File: config.mk
export PLATFORM = sky130hd
export DESIGN_NAME = hero_write_arb
export DESIGN_NICKNAME = d
export VERILOG_FILES = /design/src/rtl/hero_write_arb.sv
export SDC_FILE = /design/constraint.sdc
export NUM_CORES = 1
export LEC_CHECK = 0
export ABC_AREA = 0
export CAP_MARGIN = 20
export CORE_UTILIZATION = 36
export DETAILED_ROUTE_END_ITERATION = 10
export MAX_ROUTING_LAYER = met4
export PLACE_DENSITY = 0.82
export SYNTH_ARGS = -nofsm -noshare
export SYNTH_HDL_FRONTEND = slang
export SYNTH_SLANG_ARGS = --single-unit
File: constraint.sdc
create_clock -name clk -period 2 [get_ports clk]
set_clock_uncertainty 0.05 [all_clocks]
set_input_delay 0.3 -clock clk [delete_from_list [all_inputs] [get_ports clk]]
set_output_delay 0.3 -clock clk [all_outputs]
set_load 0.01 [all_outputs]
File: src/rtl/hero_write_arb.sv
// Round-robin arbiter sharing one hero write bus among NUM_REQ requesters.
// A grant is held for a whole VALID*/DONE transaction; the bus is driven from one registered stage.
module hero_write_arb #(
    parameter int NUM_REQ    = 4,
    parameter int HERO_WIDTH = 36,
    parameter int TIMEOUT    = 64
) (
    input  logic                            clk,
    input  logic                            rst,
    input  logic [NUM_REQ*4-1:0]            req_cycle_type,
    input  logic [NUM_REQ*HERO_WIDTH-1:0]   req_wdat,
    input  logic [NUM_REQ-1:0]              req_clk_en,
    output logic [NUM_REQ-1:0]              req_rdy,
    output logic [3:0]                      out_cycle_type,
    output logic [HERO_WIDTH-1:0]           out_wdat,
    output logic                            out_clk_en,
    input  logic                            out_rdy,
    output logic [$clog2(NUM_REQ)-1:0]      grant_id,
    output logic                            busy,
    output logic                            timeout_err
);
    localparam int GW = $clog2(NUM_REQ);
    localparam int CW = (TIMEOUT > 1) ? $clog2(TIMEOUT) : 1;
    localparam logic [CW-1:0] TO_LAST = CW'((TIMEOUT > 0) ? TIMEOUT - 1 : 0);
    localparam logic [3:0] CT_IDLE  = 4'd0;
    localparam logic [3:0] CT_VALID = 4'd1;
    localparam logic [3:0] CT_DONE  = 4'd2;

    typedef enum logic {ST_ARB = 1'b0, ST_BUSY = 1'b1} state_t;

    state_t                  state_q, state_d;
    logic [GW-1:0]           grant_q, grant_d;
    logic [GW-1:0]           last_q, last_d;
    logic [CW-1:0]           cnt_q, cnt_d;
    logic [3:0]              out_ct_q, out_ct_d;
    logic [HERO_WIDTH-1:0]   out_wd_q, out_wd_d;
    logic                    out_ce_q, out_ce_d;
    logic                    tout_q, tout_d;

    logic [NUM_REQ-1:0]      requesting;
    logic [GW-1:0]           win, idx;
    logic                    found;
    logic [3:0]              g_ct;
    logic [HERO_WIDTH-1:0]   g_wd;
    logic                    g_ce;
    logic                    free, accept;

    // Reserved encodings (0, 3..15) never count as a request.
    always_comb begin
        for (int i = 0; i < NUM_REQ; i++) begin
            requesting[i] = (req_cycle_type[i*4 +: 4] == CT_VALID) ||
                            (req_cycle_type[i*4 +: 4] == CT_DONE);
        end
    end

    always_comb begin
        win   = last_q;
        idx   = '0;
        found = 1'b0;
        for (int k = 1; k <= NUM_REQ; k++) begin
            idx = GW'((int'(last_q) + k) % NUM_REQ);
            if (!found && requesting[idx]) begin
                found = 1'b1;
                win   = idx;
            end
        end
    end

    assign g_ct   = req_cycle_type[int'(grant_q)*4 +: 4];
    assign g_wd   = req_wdat[int'(grant_q)*HERO_WIDTH +: HERO_WIDTH];
    assign g_ce   = req_clk_en[grant_q];
    assign free   = (out_ct_q == CT_IDLE) || out_rdy;
    assign accept = (state_q == ST_BUSY) && free && requesting[grant_q];

    always_comb begin
        state_d  = state_q;
        grant_d  = grant_q;
        last_d   = last_q;
        cnt_d    = cnt_q;
        out_ct_d = out_ct_q;
        out_wd_d = out_wd_q;
        out_ce_d = out_ce_q;
        tout_d   = 1'b0;
        req_rdy  = '0;

        if (!rst && state_q == ST_BUSY && free) begin
            req_rdy[grant_q] = 1'b1;
        end

        // A free stage takes the accepted beat, otherwise a bubble.
        if (free) begin
            out_ct_d = CT_IDLE;
            out_wd_d = '0;
            out_ce_d = 1'b0;
            if (accept) begin
                out_ct_d = g_ct;
                out_wd_d = g_wd;
                out_ce_d = g_ce;
            end
        end

        case (state_q)
            ST_ARB: begin
                if (|requesting) begin
                    grant_d = win;
                    cnt_d   = '0;
                    state_d = ST_BUSY;
                end
            end
            ST_BUSY: begin
                if (accept) begin
                    cnt_d = '0;
                    if (g_ct == CT_DONE) begin
                        last_d  = grant_q;
                        state_d = ST_ARB;
                    end
                end else if (free && TIMEOUT != 0) begin
                    // Only idle cycles with a free stage count towards the timeout.
                    if (cnt_q == TO_LAST) begin
                        tout_d  = 1'b1;
                        last_d  = grant_q;
                        cnt_d   = '0;
                        state_d = ST_ARB;
                    end else begin
                        cnt_d = cnt_q + 1'b1;
                    end
                end
            end
            default: state_d = ST_ARB;
        endcase
    end

    always_ff @(posedge clk) begin
        if (rst) begin
            state_q  <= ST_ARB;
            grant_q  <= '0;
            last_q   <= GW'(NUM_REQ - 1);
            cnt_q    <= '0;
            out_ct_q <= CT_IDLE;
            out_wd_q <= '0;
            out_ce_q <= 1'b0;
            tout_q   <= 1'b0;
        end else begin
            state_q  <= state_d;
            grant_q  <= grant_d;
            last_q   <= last_d;
            cnt_q    <= cnt_d;
            out_ct_q <= out_ct_d;
            out_wd_q <= out_wd_d;
            out_ce_q <= out_ce_d;
            tout_q   <= tout_d;
        end
    end

    assign out_cycle_type = out_ct_q;
    assign out_wdat       = out_wd_q;
    assign out_clk_en     = out_ce_q;
    assign grant_id       = grant_q;
    assign busy           = (state_q == ST_BUSY);
    assign timeout_err    = tout_q;
endmodule

After elaboration in Yosys (flattened, before gate mapping)
Cells that the tools add are included.
- memory bits (read-only): 0
- bits in latches: 0
- bits in writable memories: 0
- bits in registers: 53
- output and inout port bits: 49
- bits of input ports: 167
- word-level logic and storage cells: 103
- memories: 0
- reductions and logical operators: 25
- multiply operators: 1
- bitwise operators: 2
- mux-type cells: 41
- equal/unequal tests: 13
- divide/modulo/power cells: 0
- add/sub/neg operators: 5
- order comparisons: 6
- shift-type cells: 2
- operator list (cell ; count):
    144-bit by 9-bit indexed part select with 36-bit output ; 1
    36-bit 2-to-1 mux ; 1
    6-bit 2-to-1 mux ; 4
    4-bit by 2-bit == test with 1-bit output (second input constant) ; 5
    1-bit 2-to-1 mux ; 17
    4-bit by 1-bit == test with 1-bit output (second input constant) ; 4
    2-bit 2-to-1 mux ; 8
    16-bit by 5-bit indexed part select with 4-bit output ; 1
    2-bit by 3-bit less-than comparator with 1-bit output (second input constant) ; 5
    1-bit binary-select mux with 2-bit select ; 6
    6-bit case mux with 2 select lines ; 1
    1-bit logical AND ; 8
    4-bit 2-to-1 mux ; 2
    4-bit OR reduction ; 2
    6-bit by 1-bit adder with 6-bit output (second input constant) ; 1
    6-bit == test (second input constant) ; 1
    2-bit by 4-bit multiplier with 6-bit output (second input constant) ; 1
    1-bit logical OR ; 5
    2-bit by 1-bit adder with 2-bit output (second input constant) ; 2
    2-bit adder (second input constant) ; 2
    1-bit logical NOT ; 4
    4-bit logical NOT ; 1
    2-bit AND reduction ; 2
    4-bit AND reduction ; 1
    8 further kinds ; 10

Depth between registers and ports, before layout
Gate-level depths: netlist (run 1).
- depth in word-level cells: 14
- depth in mapped cells: 7
- gate-level depth less buffers: 6

Worst setup path after synthesis (run 1)
No wires, ideal clock.
- kind: register -> register
- start: register grant_q[0] (netlist: grant_id[0])
- end: register out_wd_q[28] (netlist: out_wdat[28])
- required time: 1815 ps
- clock period less this slack: 1938 ps
- stages on the path, launching flop included: 6
- arrival: 1753 ps
- path slack: 62 ps
- library setup time: 135 ps
- cell sequence: dfxtp_1 -> buf_2 -> buf_1 -> mux4_2 -> a22oi_2 -> nor2_2
- longest elaborated chain between the ends: 4
- elaborated cells on any way between the ends: 6
- classes of those cells: mul: 1; shift: 1; mux: 3; reduce/logical: 1
- ends and longest elaborated chain (item ; RTL line ; source):
    start: declaration ; 32 ; logic [GW-1:0] grant_q, grant_d;
    start signal: assignment ; 145 ; grant_q <= grant_d;
    branches (longest 3 deep; another with 2-bit by 4-bit multiplier with 6-bit output) ; - ;
    36-bit 2-to-1 mux (*) ; 95 ; if (accept) begin
    end signal: assignment ; 149 ; out_wd_q <= out_wd_d;
    end: declaration ; 36 ; logic [HERO_WIDTH-1:0] out_wd_q, out_wd_d;
Every way passes the cells marked *. The select of a mux whose other input is x is not followed.
A chain may end at the register's enable or synchronous reset.

Final worst setup path (run 1)
- start: register grant_q[1] (netlist: grant_id[1])
- end: register out_wd_q[3] (netlist: out_wdat[3])
The elaborated chain is that of the path after synthesis.

==> run metrics, run 1 <==
asr flop ratio synth=0%; Reg clk slew, reported paths=0.10 ns; Yosys top cell area share=between 30% and 40%; synth-to-layout area growth=84.0%; row cnt=34; # H-tree levels=2; Placed Cells=between 600 and 700; Starting Density=~37%; global routing's busiest layer=met2; Overall Power=between 2 and 3 mW; stages on the worst setup path=7; Sink Count=53; Top FF cell, synth=dfxtp_1; Mapped Cells=between 200 and 300; total gr overflow=0; Synth Register Bits=53; CP Launch Type=flop; Worst Path Class, Setup=reg2reg; Longest Clk Path Bufs=2; dpl cell area=roughly 5600 um2; Core Util, Final=about two thirds; first-pass GRT wire length=between 15 and 20 mm; n_diodes=0; DP HPWL=8.78 mm; Final ANT Viol Nets=0; RD Place Congestion=about 0.86; DR vias/cell=5.38; Worst VDD drop=between 0.2 and 0.3 mV; I/O Buffers=215; Synth Net Count=465; CORE AREA=around 8700 um2; Final Hold Viols=0; slowest stage delay, CP=0.45 ns; drt pass-1 iters=4; Die Height=96.4 um; Max-Cap Viols=0; GRT Resource Usage Total=between 20% and 30%; die width=around 96 um; CP Max Fanout=20; status=finished, final reports clean; DR iter-0 viols=75; M3 GR Usage=5.48%; Worst Reg-to-Reg Cells=7; total CTS buffers=5; clk root buf=clkbuf_8; cell taking the most area after synthesis=dfxtp_1; worst-margin pin slew=between 0.4 and 0.5 ns; Yosys warning count=0; Setup Viol. Count Final=0; Fmax=0.520 GHz; Synth top cells by count=dfxtp_1, nor2_1, mux4_2; Synth Cell Area=around 3200 um2; dpl ws=-0.350 ns; critical path, cell by cell=buf_4 > nand4_1 > a41oi_4 > buf_12 > clkbuf_16 > a22oi_1 > nor2_1; Leakage=between 2 and 2.5 nW; Slew headroom=between 70% and 80%; CTS tree=yes; WP data arrival=around 2.1 ns; Slew Viols, Final=0; hold path cells=2; kind of cell adding the most delay to the critical path=buffers and inverters; period utilisation layout=between 90% and 100%; critical path buffer and inverter count=3; crit path capture type=flop; count leader, synth=dfxtp_1; vias after detailed routing=3440; share of cells above drive strength 1=approximately a quarter; Critical Path Slowest Stage Cell=dfxtp_2; die area=slightly above 9000 um2; antenna violations before repair=0; EDFF count, synth=0; finished layout cell area=around 5900 um2; drt drc=0; grt met1 use=about a quarter; DR WL/cell=about 18 um; IO Count=216; min Tclk post-route=approximately 1.9 ns; power per cell area=494 nW/um2; synth unique cells=between 40 and 50; Setup TNS Final=0 ns; Final Worst Setup Slack=a little under 0.08 ns; average size of a mapped cell=10.8 um2; Fin Hold WS=roughly 0.28 ns; WL final=roughly 11 mm; Non-Filler Instances=639; largest net degree at the start of global routing=33; Hold Crit Class=in2reg; Worst-Skew Late Latency=around 0.30 ns; met2 Resource Use GR=between 40% and 50%; vias in the first global route=3268; Area contributors post-synth=dfxtp_1, mux4_2, a22oi_1; NumNets Final=698; CP Data Required Time=2.20 ns; post-synthesis sequential area ratio=around a third
-- state kept, by name (all words and copies together), names as in the netlist --
name	flops
timeout_err	1
grant_id	2
cnt_q	6
out_wdat	36
last_q	2
out_cycle_type	4
out_clk_en	1
busy	1
-- final timing paths --
check	from	to	slack [ns]
worst max-delay path	grant_id[1]$_SDFFE_PP0P_	out_wdat[3]$_SDFFE_PP0N_	0.08
worst min-delay path	rst	grant_id[0]$_SDFFE_PP0P_	0.28
worst max register to register	grant_id[1]$_SDFFE_PP0P_	out_wdat[3]$_SDFFE_PP0N_	0.08
worst min register to register	cnt_q[4]$_SDFFE_PP0P_	cnt_q[4]$_SDFFE_PP0P_	0.45
-- power by group --
group | total, mW | switching (mW) | internal, mW
sequential | 1.12 | 0.0376 | 1.09
clock | 0.611 | 0.360 | 0.251
combinational | 1.18 | 0.433 | 0.745
total | 2.91 | 0.831 | 2.08
-- worst reg2reg max path: stages (launching register included) --
cell,delay (ns)
dfxtp_2,0.45
buf_4,0.31
nand4_1,0.25
a41oi_4,0.29
buf_12,0.18
clkbuf_16,0.18
a22oi_1,0.08
nor2_1,0.09
-- cell families after synthesis --
family	synth area share, %
AO/OA/AOI/OAI	16.8
XOR/XNOR	1.37
adder cells (fa/ha/maj)	0.390
buffers and inverters	4.68
flip-flops	33.1
multiplexers	28.6
AND/OR/NAND/NOR	15.0
-- cell usage in the layout, fill, tap and decap left out, types with 3 or more instances in the layout --
cell type | synthesis | routed
mux2i_1 | 4 | 4
buf_4 | 0 | 30
nand2_1 | 9 | 9
nand2b_1 | 3 | 3
buf_2 | 9 | 3
a22oi_2 | 10 | 11
xor2_1 | 3 | 3
dlymetal6s2s_1 | 0 | 4
clkdlybuf4s50_1 | 0 | 206
nor3_1 | 5 | 4
clkbuf_16 | 0 | 3
a21oi_1 | 3 | 3
a22oi_1 | 31 | 30
nor2_2 | 10 | 11
dfxtp_1 | 53 | 48
a31oi_1 | 3 | 3
mux4_2 | 39 | 39
nor2_1 | 46 | 44
dfxtp_2 | 0 | 5
clkbuf_8 | 0 | 5
inv_1 | 5 | 5
buf_12 | 0 | 4
o21ai_0 | 6 | 5
nand3_1 | 9 | 9
-- layout make-up --
class | count | area, um2
Multi-Input combinational cell | 212 | 2070
Clock buffer | 6 | 72.6
Inverter | 5 | 18.8
Fill cell | 695 | 2780
Timing Repair Buffer | 253 | 2530
Clock inverter | 2 | 13.8
Sequential cell | 53 | 1070
Tap cell | 108 | 135
-- repair_timing --
action	4_1_cts	5_1_grt
hold buffers	0	0
setup buffers	2	2
cloned	0	3
endpoints found under the setup margin	12	21
resized for setup	22	14
pin swaps	5	9
-- per-layer routing --
layer	up-vias	share of wire, %
met5	-	0
met4	0	1.5
met3	12	8.4
met2	175	52
met1	1639	38
li1	1614	-
Note: power is estimated with default switching activity, not from simulation.
==> run 2, diff against run 1 <==
Settings changed: SLEW_MARGIN set to 20.
==> results of run 2 <==
Final layout, timing and power as in run 1 (identical DEF).
